==> config.mk <==
export PLATFORM = sky130hd
export DESIGN_NAME = mips_debug_unit
export DESIGN_NICKNAME = d
export VERILOG_FILES = /design/src/rtl/mips_debug_pkg.sv /design/src/rtl/debug_word_serializer.sv /design/src/rtl/mips_debug_unit.sv
export SDC_FILE = /design/constraint.sdc
export NUM_CORES = 1
export LEC_CHECK = 0
export ABC_AREA = 1
export CELL_PAD_IN_SITES_DETAIL_PLACEMENT = 1
export CELL_PAD_IN_SITES_GLOBAL_PLACEMENT = 1
export CORE_MARGIN = 4
export CORE_UTILIZATION = 40
export CTS_CLUSTER_SIZE = 24
export DETAILED_ROUTE_END_ITERATION = 8
export PLACE_DENSITY = 0.92
export SYNTH_ARGS = -nofsm -noshare
export SYNTH_HDL_FRONTEND = slang
export SYNTH_SLANG_ARGS = --single-unit
==> constraint.sdc <==
create_clock -name CLK100MHZ -period 10.2 [get_ports CLK100MHZ]
set_clock_uncertainty 0.05 [all_clocks]
set_input_delay 2.55 -clock CLK100MHZ [delete_from_list [all_inputs] [get_ports CLK100MHZ]]
set_output_delay 2.55 -clock CLK100MHZ [all_outputs]
set_load 0.01 [all_outputs]
==> src/rtl/mips_debug_pkg.sv <==
// Shared definitions for the UART debug controller: host command bytes and state encoding.
package mips_debug_pkg;

  localparam logic [7:0] StartSignal      = 8'h01;
  localparam logic [7:0] ContinuosSignal  = 8'h02;
  localparam logic [7:0] StepByStepSignal = 8'h03;
  localparam logic [7:0] ReProgramSignal  = 8'h05;
  localparam logic [7:0] StepSignal       = 8'h06;

  typedef enum logic [2:0] {
    IDLE,
    PROGRAM,
    RUN,
    STEP_WAIT,
    STEP,
    DUMP_LOAD,
    DUMP_SEND,
    DUMP_WAIT
  } state_t;

endpackage

==> src/rtl/debug_word_serializer.sv <==
// Streams NUM_WORDS debug words to the UART transmitter, MSB byte first,
// one byte per tx_start/tx_done handshake.
module debug_word_serializer
  import mips_debug_pkg::*;
#(
  parameter int LEN       = 32,
  parameter int NUM_WORDS = 36,
  parameter int SEL_W     = $clog2(NUM_WORDS)
) (
  input  logic             clk,
  input  logic             rst,
  input  logic             go,
  output logic             done,
  output logic [SEL_W-1:0] dump_sel,
  input  logic [LEN-1:0]   dump_data,
  output logic [7:0]       tx_data,
  output logic             tx_start,
  input  logic             tx_done
);

  localparam int BYTES  = LEN / 8;
  localparam int BYTE_W = (BYTES > 1) ? $clog2(BYTES) : 1;
  localparam logic [SEL_W-1:0]  LAST_WORD = SEL_W'(NUM_WORDS - 1);
  localparam logic [BYTE_W-1:0] LAST_BYTE = BYTE_W'(BYTES - 1);

  state_t              st;
  logic [SEL_W-1:0]    word_idx;
  logic [BYTE_W-1:0]   byte_idx;

  assign dump_sel = word_idx;

  always_ff @(posedge clk or posedge rst) begin
    if (rst) begin
      st       <= IDLE;
      word_idx <= '0;
      byte_idx <= '0;
      tx_data  <= '0;
      tx_start <= 1'b0;
      done     <= 1'b0;
    end else begin
      tx_start <= 1'b0;
      done     <= 1'b0;
      case (st)
        IDLE: if (go) begin
          word_idx <= '0;
          byte_idx <= LAST_BYTE;
          st       <= DUMP_LOAD;
        end
        // dump_sel already points at word_idx, so dump_data is valid here
        DUMP_LOAD: begin
          tx_data  <= dump_data[{byte_idx, 3'b000} +: 8];
          tx_start <= 1'b1;
          st       <= DUMP_WAIT;
        end
        DUMP_WAIT: if (tx_done) begin
          if (byte_idx == '0) begin
            if (word_idx == LAST_WORD) begin
              done <= 1'b1;
              st   <= IDLE;
            end else begin
              word_idx <= word_idx + 1'b1;
              byte_idx <= LAST_BYTE;
              st       <= DUMP_LOAD;
            end
          end else begin
            byte_idx <= byte_idx - 1'b1;
            st       <= DUMP_LOAD;
          end
        end
        default: st <= IDLE;
      endcase
    end
  end

endmodule

==> src/rtl/mips_debug_unit.sv <==
// UART debug controller: decodes host commands, loads instruction memory,
// gates the pipeline clock-enable and triggers debug dumps.
module mips_debug_unit
  import mips_debug_pkg::*;
#(
  parameter int             LEN         = 32,
  parameter int             NUM_WORDS   = 36,
  parameter int             PROG_ADDR_W = 10,
  parameter logic [LEN-1:0] HALT_WORD   = {LEN{1'b1}}
) (
  input  logic                         CLK100MHZ,
  input  logic                         SWITCH_RESET,
  input  logic [7:0]                   rx_data,
  input  logic                         rx_done,
  output logic [7:0]                   tx_data,
  output logic                         tx_start,
  input  logic                         tx_done,
  output logic                         cpu_enable,
  output logic                         cpu_reset,
  input  logic                         halt,
  output logic                         prog_we,
  output logic [PROG_ADDR_W-1:0]       prog_addr,
  output logic [LEN-1:0]               prog_data,
  output logic [$clog2(NUM_WORDS)-1:0] dump_sel,
  input  logic [LEN-1:0]               dump_data
);

  localparam int BYTES  = LEN / 8;
  localparam int BYTE_W = (BYTES > 1) ? $clog2(BYTES) : 1;
  localparam logic [BYTE_W-1:0] LAST_BYTE = BYTE_W'(BYTES - 1);

  state_t            state;
  logic [LEN-1:0]    word_sr;
  logic [LEN-1:0]    word_next;
  logic [BYTE_W-1:0] byte_cnt;
  logic              step_dump;
  logic              dump_go;
  logic              dump_done;

  assign word_next = (word_sr << 8) | LEN'(rx_data);

  always_ff @(posedge CLK100MHZ or posedge SWITCH_RESET) begin
    if (SWITCH_RESET) begin
      state      <= IDLE;
      word_sr    <= '0;
      byte_cnt   <= '0;
      step_dump  <= 1'b0;
      dump_go    <= 1'b0;
      cpu_enable <= 1'b0;
      cpu_reset  <= 1'b0;
      prog_we    <= 1'b0;
      prog_addr  <= '0;
      prog_data  <= '0;
    end else begin
      cpu_reset <= 1'b0;
      prog_we   <= 1'b0;
      dump_go   <= 1'b0;
      // address advances the cycle after each write strobe
      if (prog_we) prog_addr <= prog_addr + 1'b1;
      case (state)
        IDLE: begin
          cpu_enable <= 1'b0;
          if (rx_done) begin
            case (rx_data)
              StartSignal:      cpu_reset <= 1'b1;
              ContinuosSignal:  state <= RUN;
              StepByStepSignal: state <= STEP_WAIT;
              ReProgramSignal: begin
                state     <= PROGRAM;
                prog_addr <= '0;
                byte_cnt  <= '0;
              end
              default: ;
            endcase
          end
        end
        PROGRAM: if (rx_done) begin
          word_sr <= word_next;
          if (byte_cnt == LAST_BYTE) begin
            byte_cnt  <= '0;
            prog_data <= word_next;
            prog_we   <= 1'b1;
            if (word_next == HALT_WORD) state <= IDLE;
          end else begin
            byte_cnt <= byte_cnt + 1'b1;
          end
        end
        RUN: begin
          if (halt) begin
            cpu_enable <= 1'b0;
            dump_go    <= 1'b1;
            step_dump  <= 1'b0;
            state      <= DUMP_SEND;
          end else begin
            cpu_enable <= 1'b1;
          end
        end
        STEP_WAIT: begin
          cpu_enable <= 1'b0;
          if (rx_done) begin
            if (rx_data == StepSignal) begin
              cpu_enable <= 1'b1;
              state      <= STEP;
            end else if (rx_data == ContinuosSignal) begin
              state <= RUN;
            end
          end
        end
        STEP: begin
          cpu_enable <= 1'b0;
          dump_go    <= 1'b1;
          step_dump  <= 1'b1;
          state      <= DUMP_SEND;
        end
        // halt is sampled at the end of the dump so a late-retiring halt still ends stepping
        DUMP_SEND: begin
          cpu_enable <= 1'b0;
          if (dump_done) state <= (step_dump && !halt) ? STEP_WAIT : IDLE;
        end
        default: state <= IDLE;
      endcase
    end
  end

  debug_word_serializer #(
    .LEN       (LEN),
    .NUM_WORDS (NUM_WORDS)
  ) u_serializer (
    .clk       (CLK100MHZ),
    .rst       (SWITCH_RESET),
    .go        (dump_go),
    .done      (dump_done),
    .dump_sel  (dump_sel),
    .dump_data (dump_data),
    .tx_data   (tx_data),
    .tx_start  (tx_start),
    .tx_done   (tx_done)
  );

endmodule

==> run summary, run 1 <==
Initial DRT Pass Iterations: 4
Die height: 115.5 um
Crit path time final: 4.485 ns
Maximum clock rate: 0.2230 GHz
Worst skew pair latency: 0.35 ns
PostCTS Resize Cnt: 0
Layout cell share with drive strength beyond 1: 9.553%
Reg2Reg Capture Point: u_serializer.dump_sel[1]
Initial antenna violation count: 0
Setup CP Type: in2reg
Status: completed
Logic pwr share: 35.6%
CTS tree: yes
Synth area leader: dfrtp_1
Commonest non-fill, non-tap cells in the layout: 132 x nand2_1, 104 x clkdlybuf4s50_1, 96 x dfrtp_1
Worst-Margin Slew: 0.9121 ns
Routed WL per cell: 16.25 um
Setup TNS: 0 ns
Hold-fix buffers at CTS: 0
Routability cong.: 0.8672
Synth top area share: 51.95%
Die Area: 13340 um^2
Die width: 115.5 um
Async set-reset flop share out of synthesis: 100.0%
Num ports: 105
Final Max Tran Viols: 0
Power, Total: 1.496 mW
Mapped Cells: 545
NumNets Final: 696
Worst Hold Slack: 0.4342 ns
Register area share after synthesis: 51.95%
Max-slew headroom: 39.19%
Vias per inst: 5.090
DRC: 0
RSZ-0062 raised after global routing: no
PortBufs: 104
Critical Path RT: 10.36 ns
Power Dens Cells: 247.2 nW/um^2
H-tree depth: 3
R2R cell count: 9
Post-DP HPWL: 9688 um
Hold Violations, Final: 0
Yosys Warn Count: 0
LEAKAGE: 2.762 nW
Sequential share of power: 39.8%
R2R Path Start: u_serializer.byte_idx[0]
Worst vdd ir: 139.5 uV
Setup crit start kind: input port
Worst Hold Class: reg2reg
Synth area leaders: dfrtp_1 52%, nand2_1 11%, nor2_1 6.9%
Num CTS Buffers: 9
CP Capture Type: register
Crit-path max cell delay: 0.69 ns
Clk pwr share: 24.6%
Clock Tree Buf Depth: 2
P_int: 0.9308 mW
Postcts setup bufs: 0
Commonest non-fill, non-tap cell in the layout: nand2_1
Worst-path maximum fanout: 62
Post-DP Area: 5731 um^2
Fill cells: 1365
Post-route cell area: 6051 um^2
Total number of vias: 4031
Worst-path clk slew: 0.07 ns
Global-route wire length before repair: 21270 um
Synth unique cells: 35
CTS Sinks: 96
Worst-path cell chain: clkdlybuf4s50_1, inv_1, nor2_4, inv_2, nor2_8, inv_4, nand2_1, o21ai_2
Worst Min Path Start: prog_data[11]
Hold path depth: 2
Core area: 11370 um^2
Total wire length: 12870 um
Number of global-route vias before repair: 4370
CTS root buf: clkbuf_16
Final core utilization: 53.22%
Synth Register Bits: 96
Post-synthesis cell area: 4624 um^2
Final period utilization: 43.97%
Detail Route Antenna Nets: 0
Grt total ovfl: 0
All-Layer GR Usage: 20.30%
Hold Path Sink: prog_data[11]
ANT cells: 0
CP bufs+invs: 4
Ys flop type: dfrtp_1
Largest net degree at the start of global routing: 72
Delay-heaviest family, CP: simple AND/OR/NAND/NOR gates
CP arrival: 4.65 ns
Initial Util: 40.67%
Std cell rows: 39
Slowest CP cell: nor2_4
Max-Cap Viols: 0
Syn nets: 597
Mean Syn Cell Area: 8.485 um^2
Post-synth EDFFs: 0
1st-iter DRT viols: 232
Syn-to-layout area delta: 30.84%
R2R setup slack: 7.72 ns
Endpoints failing setup: 0
Switching Fraction: 37.78%
Psw: 0.5651 mW
-- per-layer routing --
metal	share of wire [%]	wire length (um)	vias up	track usage, %
met5	0	0	-	0
met4	2.6	330	0	8.920
met3	7.6	981	28	6.214
met2	49	6292	119	34.95
met1	41	5262	1950	23.31
li1	-	-	1934	-
-- synthesized netlist by cell type, drive strengths merged (2+ instances only) --
| cell type | instances |
|---|---|
| nand2 | 133 |
| dfrtp | 96 |
| nor2 | 92 |
| o21ai | 79 |
| inv | 60 |
| nand3 | 17 |
| buf | 13 |
| a21oi | 8 |
| a31oi | 8 |
| ha | 7 |
| xor2 | 6 |
| clkbuf | 4 |
| nor3 | 4 |
| nor3b | 4 |
| nand4 | 3 |
| clkinv | 2 |
| o21bai | 2 |
-- logic make-up after synthesis --
kind of cell             count (synthesis)  share of synthesized area [%]
AO/OA/AOI/OAI                          102                          14.29
XOR/XNOR                                 6                          1.136
adder cells (fa/ha/maj)                  7                          1.894
buffers and inverters                   79                          7.738
flip-flops                              96                          51.95
AND/OR/NAND/NOR                        255                          23.00
-- area by class of cell --
| cell class | instances | area (um^2) | share of cell area (%) |
|---|---|---|---|
| clock buffer | 10 | 229.0 | 3.784 |
| clock inverter | 6 | 91.34 | 1.510 |
| inverter | 62 | 236.5 | 3.908 |
| multi-input combinational | 370 | 1864 | 30.81 |
| sequential | 96 | 2402 | 39.70 |
| tap | 143 | 178.9 | 2.957 |
| timing repair buffer | 105 | 1049 | 17.33 |
-- power by group through the flow --
stage / logic, mW / clock network (mW) / registers [mW]
after CTS: 0.544 / 0.377 / 0.595
after global routing: 0.601 / 0.393 / 0.612
after global placement: 0.500 / 0 / 0.589
after detailed placement: 0.537 / 0 / 0.599
after floorplan: 0.322 / 0 / 0.585
final: 0.533 / 0.369 / 0.595
-- metrics by stage --
step / setup slack (ns) / instances
after detailed placement: 5.339 / 776
after floorplan: 5.095 / 545
after global placement: 5.444 / 776
after global routing: 5.511 / 792
final: 5.715 / 792
after CTS: 5.720 / 792
-- worst reg2reg max path: stages (launching register included) --
cell and delay [ns]:
dfrtp_1 0.69, clkinv_1 0.57, ha_1 0.41, nor2_1 0.10, inv_1 0.07, nand2_1 0.15, nor2_4 0.08, inv_1 0.15
nand2_1 0.08, nand2_1 0.06
-- flip-flops by register name, indices dropped and copies added, names as in the netlist, 2 cells and up --
register               flops
word_sr                   24
prog_addr                 10
byte_cnt                   2
state                      3
u_serializer.dump_sel      6
u_serializer.tx_data       8
u_serializer.byte_idx      2
prog_data                 32
u_serializer.st            2
-- how the worst max path moves through the flow --
stage | end | startpoint | slack (ns) | depth (start not counted)
after CTS | prog_data[2] | rx_done | 5.72 | 8
after detailed placement | prog_data[18] | rx_done | 5.34 | 8
after global placement | prog_data[17] | rx_done | 5.44 | 8
after floorplan | byte_cnt[0] | SWITCH_RESET | 5.09 | 1
after global routing | prog_data[10] | rx_done | 5.51 | 8
final | prog_data[18] | rx_done | 5.72 | 8
Note: power is estimated with default switching activity, not from simulation.
==> inputs of run 2 (changes only) <==
Settings changed: CORE_UTILIZATION 40 to 34, PLACE_DENSITY 0.92 to 0.84.
Clock period 10.2 ns to 3.6 ns, I/O delays scaled along.
==> run summary, run 2 (same netlist as run 1, synthesis figures left out) <==
Slowest CP cell: clkdlybuf4s50_1
Worst Min Path Start: prog_data[14]
CTS tree: yes
Maximum clock rate: 0.4258 GHz
CP bufs+invs: 1 (-3)
Number of global-route vias before repair: 4392 (+0.50%)
CP arrival: 1.40 ns (-3.25 ns)
Detail Route Antenna Nets: 0 (unchanged)
Setup TNS: 0 ns (unchanged)
Worst Hold Class: reg2reg
Core area: 13300 um^2 (+17%)
Vias per inst: 4.775 (-6.2%)
Final period utilization: 65.24%
PostCTS Resize Cnt: 0 (unchanged)
Crit-path max cell delay: 0.58 ns (-0.11 ns)
CP Capture Type: primary output
Num CTS Buffers: 9 (unchanged)
Power Dens Cells: 675.7 nW/um^2 (+170%)
Status: completed
Global-route wire length before repair: 21670 um (+1.9%)
R2R Path Start: u_serializer.byte_idx[0]
Initial Util: 34.78% (-5.9 points)
Grt total ovfl: 0 (unchanged)
Final Max Tran Viols: 0 (unchanged)
Die Area: 15530 um^2 (+16%)
Final core utilization: 45.68% (-7.5 points)
Setup crit start: u_serializer.dump_sel[2]
Die height: 124.6 um (+7.9%)
Post-route cell area: 6073 um^2 (+0.37%)
Hold path depth: 2 (unchanged)
Fill cells: 1581 (+16%)
Power, Total: 4.104 mW (+170%)
Std cell rows: 42 (+7.7%)
Largest registers: prog_data (32), word_sr (24), prog_addr (10)
CTS root buf: clkbuf_16
Hold-fix buffers at CTS: 0 (unchanged)
1st-iter DRT viols: 161 (-31%)
Worst-path maximum fanout: 7 (-89%)
Clock Tree Buf Depth: 2 (unchanged)
R2R cell count: 10 (+1)
Setup CP Type: reg2out
Hold Path Sink: prog_data[14]
Total number of vias: 3954 (-1.9%)
Commonest non-fill, non-tap cell in the layout: nand2_1
Crit path time final: 2.349 ns
Largest register FFs: 32 (unchanged)
Commonest non-fill, non-tap cells in the layout: 132 x nand2_1, 104 x clkdlybuf4s50_1, 96 x dfrtp_1
Routed WL per cell: 15.26 um (-6.1%)
Postcts setup bufs: 0 (unchanged)
Finished Layout Cells: 828 (+4.5%)
NumNets Final: 700 (+0.57%)
Worst-path clk slew: 0.07 ns (about the same)
Reg with most FFs: prog_data
Die width: 124.6 um (+7.9%)
Max-slew headroom: 51.12% (+12 points)
Placed insts: 813 (+4.8%)
Reg2Reg Capture Point: u_serializer.dump_sel[3]
PortBufs: 104 (unchanged)
Delay-heaviest family, CP: buffers and inverters
Endpoints failing setup: 0 (unchanged)
Worst vdd ir: 275.7 uV (+98%)
Worst-path cell chain: clkdlybuf4s50_1
LEAKAGE: 2.762 nW (about the same)
RSZ-0062 raised after global routing: no
Critical Path RT: 2.65 ns (-7.71 ns)
Routability cong.: 0.8353 (-3.7%)
Post-DP Area: 5803 um^2 (+1.3%)
DRC: 0 (unchanged)
Post-DP HPWL: 9406 um (-2.9%)
CTS Sinks: 96 (unchanged)
All-Layer GR Usage: 17.17% (-3.1 points)
Initial antenna violation count: 0 (unchanged)
ANT cells: 0 (unchanged)
Setup crit start kind: register
Num ports: 105 (unchanged)
Layout cell share with drive strength beyond 1: 9.969% (+0.42 points)
Total wire length: 12640 um (-1.8%)
Syn-to-layout area delta: 31.33%
H-tree depth: 3 (unchanged)
Max-Cap Viols: 0 (unchanged)
Largest net degree at the start of global routing: 63 (-13%)
Worst skew pair latency: 0.35 ns (about the same)
Worst-Margin Slew: 0.7332 ns (-0.1788 ns)
R2R setup slack: 1.58 ns (-6.14 ns)
Hold Violations, Final: 0 (unchanged)
Initial DRT Pass Iterations: 4 (unchanged)
run 2: cell count changes in the layout (fill, tap and decap cells not counted):
cell,previous run,this run
buf_4,1,5
bufinv_16,2,0
clkbuf_8,0,1
clkinv_4,1,0
inv_4,1,2
run 2: worst max path at each step:
stage | slack (ns) | depth (start not counted) | end
2_1_floorplan | 0.14 | 1 | byte_cnt[0]
3_3_place_gp | 1.02 | 8 | prog_addr[7]
3_5_place_dp | 0.92 | 8 | prog_addr[7]
4_1_cts | 1.24 | 1 | dump_sel[3]
5_1_grt | 1.08 | 9 | byte_cnt[0]
6_report | 1.25 | 1 | dump_sel[2]
run 2: stage by stage:
step	setup WS [ns]	hold WS [ns]
2_1_floorplan	0.1446	0.4098
3_3_place_gp	1.015	0.4234
3_5_place_dp	0.9217	0.4274
4_1_cts	1.238	0.4431
5_1_grt	1.081	0.4641
6_report	1.251	0.4354
run 2: metal layers:
| metal | track usage [%] | wire length [um] | up-vias |
|---|---|---|---|
| li1 | - | - | 1939 |
| met1 | 20.03 | 5349 | 1891 |
| met2 | 28.88 | 6056 | 103 |
| met3 | 6.261 | 953 | 21 |
| met4 | 6.447 | 278 | 0 |
| met5 | 0 | 0 | - |
run 2: layout make-up:
class	instances	area, um^2	share of cell area [%]
Inverter	62	237.7	3.914
Multi-Input combinational cell	370	1864	30.70
Timing Repair Buffer	109	1079	17.76
Clock buffer	11	242.7	3.997
Clock inverter	4	27.53	0.4532
Tap cell	176	220.2	3.626
Sequential cell	96	2402	39.55
run 2: power by group:
part	leakage [nW]	total (mW)	internal, mW	switching [mW]
Sequential	1.15	1.68	1.40	0.281
Combinational	1.47	1.52	0.630	0.888
Clock	0.136	0.902	0.486	0.416
